`src/rtl/button_conditioner.sv`:
```
`default_nettype none
// ============================================================================
//  Module      : button_conditioner
//  Description : Multi-channel pushbutton front end. Each channel goes through
//                a 2-flop synchroniser, a saturating debounce counter and an
//                auto-repeat state machine that emits one-cycle press pulses
//                (initial press plus auto-repeats) and release pulses.
//  Ports       : clk_in         - system clock
//                rst_n_in       - synchronous active-low reset
//                noisy_in       - raw asynchronous button levels (active high)
//                repeat_en_in   - per-channel auto-repeat enable
//                clean_out      - debounced level
//                press_out      - one-cycle press / auto-repeat pulse
//                release_out    - one-cycle release pulse
//                any_press_out  - OR of press_out
//  Revision    : 1.0 - initial release
// ============================================================================
module button_conditioner #(
    parameter int CHANNELS      = 5,
    parameter int DB_COUNT      = 1_000_000,
    parameter int REPEAT_DELAY  = 32_500_000,
    parameter int REPEAT_PERIOD = 6_500_000
) (
    input  logic                clk_in,
    input  logic                rst_n_in,
    input  logic [CHANNELS-1:0] noisy_in,
    input  logic [CHANNELS-1:0] repeat_en_in,
    output logic [CHANNELS-1:0] clean_out,
    output logic [CHANNELS-1:0] press_out,
    output logic [CHANNELS-1:0] release_out,
    output logic                any_press_out
);

    localparam int c_DB_W      = $clog2(DB_COUNT + 1);
    localparam int c_RPT_MAX   = (REPEAT_DELAY > REPEAT_PERIOD) ? REPEAT_DELAY : REPEAT_PERIOD;
    localparam int c_RPT_W     = $clog2(c_RPT_MAX + 1);

    localparam logic [c_DB_W-1:0]  c_DB_LAST     = c_DB_W'(DB_COUNT - 1);
    localparam logic [c_RPT_W-1:0] c_DELAY_LAST  = c_RPT_W'(REPEAT_DELAY - 1);
    localparam logic [c_RPT_W-1:0] c_PERIOD_LAST = c_RPT_W'(REPEAT_PERIOD - 1);

    localparam logic [1:0] c_ST_IDLE   = 2'd0;
    localparam logic [1:0] c_ST_HELD   = 2'd1;
    localparam logic [1:0] c_ST_DELAY  = 2'd2;
    localparam logic [1:0] c_ST_REPEAT = 2'd3;

    genvar g;
    generate
        for (g = 0; g < CHANNELS; g++) begin : g_chan
            logic               r_s1;
            logic               r_s2;
            logic               r_clean;
            logic [c_DB_W-1:0]  r_db_cnt;
            logic               w_differ;
            logic               w_toggle;
            logic               w_rise;
            logic               w_fall;

            logic [1:0]         r_state;
            logic [1:0]         w_state_nxt;
            logic [c_RPT_W-1:0] r_rpt_cnt;
            logic [c_RPT_W-1:0] w_rpt_cnt_nxt;
            logic               r_press;
            logic               w_press_nxt;
            logic               r_release;
            logic               w_release_nxt;

            // The debounced level flips on the DB_COUNT-th consecutive
            // differing cycle; the FSM reacts to that same edge so the
            // pulses line up with the first cycle clean_out shows the change.
            assign w_differ = (r_s2 != r_clean);
            assign w_toggle = w_differ && (r_db_cnt == c_DB_LAST);
            assign w_rise   = w_toggle && !r_clean;
            assign w_fall   = w_toggle &&  r_clean;

            always_ff @(posedge clk_in) begin
                if (!rst_n_in) begin
                    r_s1     <= 1'b0;
                    r_s2     <= 1'b0;
                    r_clean  <= 1'b0;
                    r_db_cnt <= '0;
                end else begin
                    r_s1 <= noisy_in[g];
                    r_s2 <= r_s1;
                    if (w_toggle) begin
                        r_clean  <= ~r_clean;
                        r_db_cnt <= '0;
                    end else if (w_differ) begin
                        r_db_cnt <= r_db_cnt + 1'b1;
                    end else begin
                        r_db_cnt <= '0;
                    end
                end
            end

            always_ff @(posedge clk_in) begin
                if (!rst_n_in) begin
                    r_state   <= c_ST_IDLE;
                    r_rpt_cnt <= '0;
                    r_press   <= 1'b0;
                    r_release <= 1'b0;
                end else begin
                    r_state   <= w_state_nxt;
                    r_rpt_cnt <= w_rpt_cnt_nxt;
                    r_press   <= w_press_nxt;
                    r_release <= w_release_nxt;
                end
            end

            always_comb begin
                w_state_nxt   = r_state;
                w_rpt_cnt_nxt = r_rpt_cnt;
                w_press_nxt   = 1'b0;
                w_release_nxt = 1'b0;
                if (w_fall) begin
                    // Release wins over any repeat pulse due this cycle.
                    w_release_nxt = 1'b1;
                    w_state_nxt   = c_ST_IDLE;
                    w_rpt_cnt_nxt = '0;
                end else begin
                    case (r_state)
                        c_ST_IDLE: begin
                            if (w_rise) begin
                                w_press_nxt   = 1'b1;
                                w_rpt_cnt_nxt = '0;
                                w_state_nxt   = repeat_en_in[g] ? c_ST_DELAY : c_ST_HELD;
                            end
                        end
                        c_ST_HELD: begin
                            if (repeat_en_in[g]) begin
                                w_state_nxt   = c_ST_DELAY;
                                w_rpt_cnt_nxt = '0;
                            end
                        end
                        c_ST_DELAY: begin
                            if (!repeat_en_in[g]) begin
                                w_state_nxt   = c_ST_HELD;
                                w_rpt_cnt_nxt = '0;
                            end else if (r_rpt_cnt == c_DELAY_LAST) begin
                                w_press_nxt   = 1'b1;
                                w_rpt_cnt_nxt = '0;
                                w_state_nxt   = c_ST_REPEAT;
                            end else begin
                                w_rpt_cnt_nxt = r_rpt_cnt + 1'b1;
                            end
                        end
                        default: begin
                            if (!repeat_en_in[g]) begin
                                w_state_nxt   = c_ST_HELD;
                                w_rpt_cnt_nxt = '0;
                            end else if (r_rpt_cnt == c_PERIOD_LAST) begin
                                w_press_nxt   = 1'b1;
                                w_rpt_cnt_nxt = '0;
                            end else begin
                                w_rpt_cnt_nxt = r_rpt_cnt + 1'b1;
                            end
                        end
                    endcase
                end
            end

            assign clean_out[g]   = r_clean;
            assign press_out[g]   = r_press;
            assign release_out[g] = r_release;
        end
    endgenerate

    assign any_press_out = |press_out;

endmodule
`default_nettype wire

```
`config.mk`:
```
export PLATFORM = sky130hd
export DESIGN_NAME = button_conditioner
export DESIGN_NICKNAME = d
export VERILOG_FILES = /design/src/rtl/button_conditioner.sv
export SDC_FILE = /design/constraint.sdc
export NUM_CORES = 1
export LEC_CHECK = 0
export BUFFER_PORTS_ARGS = -buffer_cell sky130_fd_sc_hd__buf_2
export CAP_MARGIN = 20
export CORE_AREA = 2 2 149 151
export CTS_BUF_LIST = sky130_fd_sc_hd__clkbuf_4
export DETAILED_ROUTE_END_ITERATION = 7
export DIE_AREA = 0 0 151 153
export MAX_ROUTING_LAYER = met4
export PLACE_DENSITY = 0.76
export SLEW_MARGIN = 0
export SYNTH_ARGS = -nofsm -noshare
export SYNTH_HDL_FRONTEND = slang
export SYNTH_SLANG_ARGS = --single-unit
```
`constraint.sdc`:
```
create_clock -name clk_in -period 2.6 [get_ports clk_in]
set_clock_uncertainty 0.15 [all_clocks]
set_input_delay 0.39 -clock clk_in [delete_from_list [all_inputs] [get_ports clk_in]]
set_output_delay 0.39 -clock clk_in [all_outputs]
set_load 0.01 [all_outputs]
```
# Word-level counts from Yosys, hierarchy flattened
# Index checks and enable logic that the tools add are counted.
[totals] out_inout_bits=16 word_cells=262 in_bits=12 regBits=260
[classes] bitwise=11 eq_ne=50 n_reduce_logical=46 n_mux=105 n_addsub=10
[ops] cell="2-to-1 mux 25 bit" count=30
[ops] cell="one-hot mux 25 bit (3 select lines)" count=5
[ops] cell="adder 25 x 1 -> 25 bit (second input constant)" count=5
[ops] cell="equality test 25 x 23 -> 1 bit (second input constant)" count=5
[ops] cell="equality test 25 bit (second input constant)" count=5
[ops] cell="adder 20 x 1 -> 20 bit (second input constant)" count=5
[ops] cell="equality test 20 bit (second input constant)" count=5
[ops] cell="2-to-1 mux 2 bit" count=30
[ops] cell="2-to-1 mux 1 bit" count=30
[ops] cell="one-hot mux 2 bit (3 select lines)" count=5
[ops] cell="inequality test 2 bit (second input constant)" count=10
[ops] cell="inequality test 4 x 1 -> 1 bit (second input constant)" count=5
[ops] cell="AND reduction 4 bit" count=5
[ops] cell="logical AND 1 bit" count=15
[ops] cell="inequality test 3 bit (second input constant)" count=5
[ops] cell="one-hot mux 1 bit (3 select lines)" count=5
[ops] cell="OR reduction 3 bit" count=5
[ops] cell="inverter 1 bit" count=11
[ops] cell="equality test 2 x 1 -> 1 bit (second input constant)" count=5
[ops] cell="equality test 2 bit (second input constant)" count=5
[ops] cell="logical NOT 2 bit" count=5
[ops] cell="AND reduction 2 bit" count=5
[ops] cell="OR reduction 2 bit" count=5
[ops] cell="logical NOT 1 bit" count=5
[ops] cell="other kinds (2)" count=6

# Longest topological paths before layout
[logic_depth] word_depth=5 ltp_mapped=9 depth_no_buf=8

# Worst setup path after synthesis
# Ideal clock, no wire load.
[synth_path] path_type="flip-flop to flip-flop" startpoint="reg g_chan[0].r_db_cnt[0]" endpoint="reg g_chan[0].r_rpt_cnt[16]" n_path_buf=2 setup_ps=129 t_arrival_ps=2214 stages_incl_launch_ff=10 synth_period_minus_slack_ps=2492 t_required_ps=2321 slack_ps=108 cell_sequence="dfxtp_1 > ha_1 > nand2_1 > or4b_4 > o41ai_4 > a211oi_1 > buf_2 > buf_6 > a22oi_1 > o31ai_1"
[synth_via] elab_chain_cells=5 word_cells_on_any_way=7 classes_between="eq/ne: 2; reduce/logical: 5"
[synth_rtl] element="start: declaration" line_no="53" text="logic [c_DB_W-1:0] r_db_cnt;"
[synth_rtl] element="start signal: assignment" line_no="89" text="r_db_cnt <= r_db_cnt + 1'b1;"
[synth_rtl] element="equality test 20 bit *" line_no="72" text="assign w_toggle = w_differ && (r_db_cnt == c_DB_LAST);"
[synth_rtl] element="logical AND 1 bit *" line_no="72"
[synth_rtl] element="logical AND 1 bit" line_no="73" text="assign w_rise = w_toggle && !r_clean;"
[synth_rtl] element="inequality test 2 bit (no line)"
[synth_rtl] element="AND reduction 2 bit (no line)"
[synth_rtl] element="end signal: assignment" line_no="104" text="r_rpt_cnt <= w_rpt_cnt_nxt;"
[synth_rtl] element="end: declaration" line_no="61" text="logic [c_RPT_W-1:0] r_rpt_cnt;"
# Every way passes the cells marked *; elsewhere a longest branch is shown, timed or not.
# A chain may end at the register's enable or synchronous reset.

# Final worst setup path
[layout_path] startpoint="reg g_chan[0].r_db_cnt[12]" endpoint="reg g_chan[0].r_rpt_cnt[23]"
# Same word-level chain as after synthesis.

==> impl_metrics.env <==
export IMPL_ys_ff_latch=260
export IMPL_grt_usage=0.243
export IMPL_fillers=1822
export IMPL_grt_pass1_vias=10441
export IMPL_drv_cap=0
export IMPL_antenna_found_initial=1
export IMPL_rows=54
export IMPL_yosys_area_share_adder=0.0140
export IMPL_hold_viol=0
export IMPL_ios=28
export IMPL_async_flop_share=0
export IMPL_synth_main_ff_cell="dfxtp_1"
export IMPL_required_ps=3020
export IMPL_fmax_ghz=0.395
export IMPL_port_buffers=27
export IMPL_ys_types=71
export IMPL_finalCritPeriodShare=0.974
export IMPL_irDropWorstVdd_mv=0.402
export IMPL_grt_max_degree=26
export IMPL_viasPerCell=5.73
export IMPL_routabilityCongestion=0.897
export IMPL_grt_ovfl_total=0
export IMPL_route_detailed_drc=0
export IMPL_yosysWarnings=0
export IMPL_first_iter_violations=577
export IMPL_die_area_um2=23100
export IMPL_rsz0062_at_grt="true"
export IMPL_vias=10940
export IMPL_synth_fp_nets=1509
export IMPL_coreArea_um2=21500
export IMPL_grt_pass1_wl_um=46400
export IMPL_seq_area_frac_synth=0.415
export IMPL_pre_cts_ws_ps=58.6
export IMPL_crit_start="g_chan[0].r_db_cnt[12]"
export IMPL_cts_tree="built"
export IMPL_clkSinkCount=260
export IMPL_worst_slack_ps=67.0
export IMPL_netlist_instances=1483
export IMPL_start_util=0.583
export IMPL_crit_type="reg -> reg"
export IMPL_antenna_left=0
export IMPL_synth_compound_area_frac=0.0870
export IMPL_hp_class="reg -> reg"
export IMPL_die_w_um=151
export IMPL_crit_fanout=11
export IMPL_cp_start_kind="register"
export IMPL_nets=1604
export IMPL_finalInstanceArea_um2=14200
export IMPL_final_min_clock_period_ps=2530
export IMPL_min_from="g_chan[3].r_s1"
export IMPL_p_leak_nw=4.85
export IMPL_drive_gt1_frac=0.130
export IMPL_ff_latch_area_um2=5210
export IMPL_worst_pin_slew_ps=633
export IMPL_mappedNetlistArea_um2=12500
export IMPL_synth_top_family_by_area="simple AND/OR/NAND/NOR gates"
export IMPL_finalSetupViolations=0
export IMPL_totalWireLength_um=27200
export IMPL_place_area_um2=13100
export IMPL_maxSlewViolCount=0
export IMPL_avgSynthCellArea_um2=8.45
export IMPL_area_growth_syn_to_layout_pct=13.3
export IMPL_multi_input_area_um2=6970
export IMPL_end_kind="register"
export IMPL_clkLatencyLatePin_ps=680
export IMPL_p_total_mw=7.87
export IMPL_wl_per_cell_um=14.3
export IMPL_synth_simple_area_share=0.330
export IMPL_muxShareOfSynthArea=0.00240
export IMPL_dr_pass1_iters=5
export IMPL_r2r_start="g_chan[0].r_db_cnt[12]"
export IMPL_cts_buffers=71
export IMPL_synth_xor_area_frac=0.118
export IMPL_powerDensity_nw_per_um2=554
export IMPL_r2r_slack_ps=70
export IMPL_die_h_um=153
export IMPL_synth_edf_count=0
export IMPL_cts_htree_levels=3
export IMPL_dp_hpwl_um=17700
export IMPL_relSlewSlack=0.572
export IMPL_clkTransAtPathRegs_ps=80
export IMPL_critPathArrivalTime_ps=2950
export IMPL_status="finished clean"
export IMPL_cts_buffer_depth=3
export IMPL_root_buffer="clkbuf_4"
-- where the power goes --
group          internal, mW  switching (mW)  leakage, nW  total (mW)
logic                0.0544          0.0852         2.22       0.140
registers              3.99         0.00558         2.10        4.00
clock network          2.03            1.70        0.534        3.73
-- final timing paths --
check,to,depth (start not counted)
min,g_chan[3].r_s2,1
max reg2reg,g_chan[0].r_rpt_cnt[23],7
max,g_chan[0].r_rpt_cnt[23],7
min reg2reg,g_chan[3].r_s2,1
-- layer usage --
| layer | global-route usage | routed length (um) | part of all wire | vias to the layer above |
|---|---|---|---|---|
| met4 | 0.0899 | 650 | 0.024 | 0 |
| met3 | 0.0525 | 1430 | 0.053 | 68 |
| li1 | - | - | - | 5473 |
| met5 | - | 0 | 0 | - |
| met1 | 0.300 | 12400 | 0.45 | 5123 |
| met2 | 0.391 | 12800 | 0.47 | 276 |
-- timing repair --
action	CTS	global route
gates resized for setup	0	22
endpoints found under the setup margin	0	30
hold buffers	11	0
buffers inserted	0	1
hold endpoints to repair	21	0
-- stage by stage --
step	cells	util	hold slack [ps]	TNS (ps)
2_1_floorplan	1483	-	262	0
3_3_place_gp	1772	0.610	265	0
3_5_place_dp	1772	0.610	271	0
4_1_cts	1905	0.657	252	0
5_1_grt	1908	0.661	287	-218
6_report	1908	0.661	273	0
-- placed cells by master, fill, tap and decap left out, types with 18 or more instances in the layout --
cell and count:
xnor2_1 66, buf_2 28, a21oi_1 45, and2_1 30, xor2_1 103, nand3_1 95, nor3_1 40, dfxtp_1 255
nand4_1 64, nor4_1 20, clkbuf_4 97, and3_1 39, inv_1 29, buf_4 34, and4_1 18, nand2_1 134
nor2_1 232, o21ai_0 23
-- sequential cells by signal, indices dropped and copies added, names as in the netlist --
| name | count |
|---|---|
| g_chan.r_state | 10 |
| g_chan.r_s2 | 5 |
| g_chan.r_rpt_cnt | 125 |
| g_chan.r_s1 | 5 |
| g_chan.r_press | 5 |
| g_chan.r_clean | 5 |
| g_chan.r_release | 5 |
| g_chan.r_db_cnt | 100 |
-- cell type report --
| type | instances | area share |
|---|---|---|
| diodes | 1 | 0.000176 |
| clock buffers | 97 | 0.0513 |
| clock inverters | 25 | 0.0127 |
| inverters | 29 | 0.00767 |
| multi-input cells | 1135 | 0.491 |
| flip-flops and latches | 260 | 0.367 |
| well taps | 280 | 0.0247 |
| repair buffers | 81 | 0.0456 |
-- synth_stat cells, types with 6 or more instances --
cell      instances  area share
buf_2             7      0.0028
o21ai_0          23      0.0092
inv_1            29      0.0087
o22ai_1           6      0.0030
nand2b_1          7      0.0035
a22oi_1          11      0.0066
and3_1           39       0.019
nor3_1           40       0.016
dfxtp_1         260        0.42
nor3b_1          10      0.0060
and4_1           18       0.013
or3_1            17      0.0085
buf_4            15      0.0090
nor4_1           24       0.012
nand4_1          64       0.032
nor2_1          233       0.070
or4_1            11      0.0066
o31ai_1           6      0.0036
ha_1             14       0.014
a211oi_1          8      0.0048
o311ai_0          6      0.0042
a21oi_1          45       0.018
xor2_1          103       0.072
xnor2_1          66       0.046
nor4bb_1         10      0.0080
nand3_1          96       0.038
a31oi_1           9      0.0045
nand2_1         134       0.040
clkbuf_1         34       0.010
and2_1           30       0.015
nor4b_1          14      0.0098
-- cells by family after synthesis --
family,count (synthesis)
flops,260
xor+xnor,169
simple gates,788
buf+inv,88
compound gates,161
fa+ha+maj,14
mux,3
-- worst max-delay path, stage by stage, from the launching register on --
cell     delay [ps]
dfxtp_2         340
nor4b_4         300
or4b_4          550
o41ai_4         490
nor2_2          100
buf_6           170
a22oi_2         220
o21ai_1         100
(Power assumes the default switching activity.)
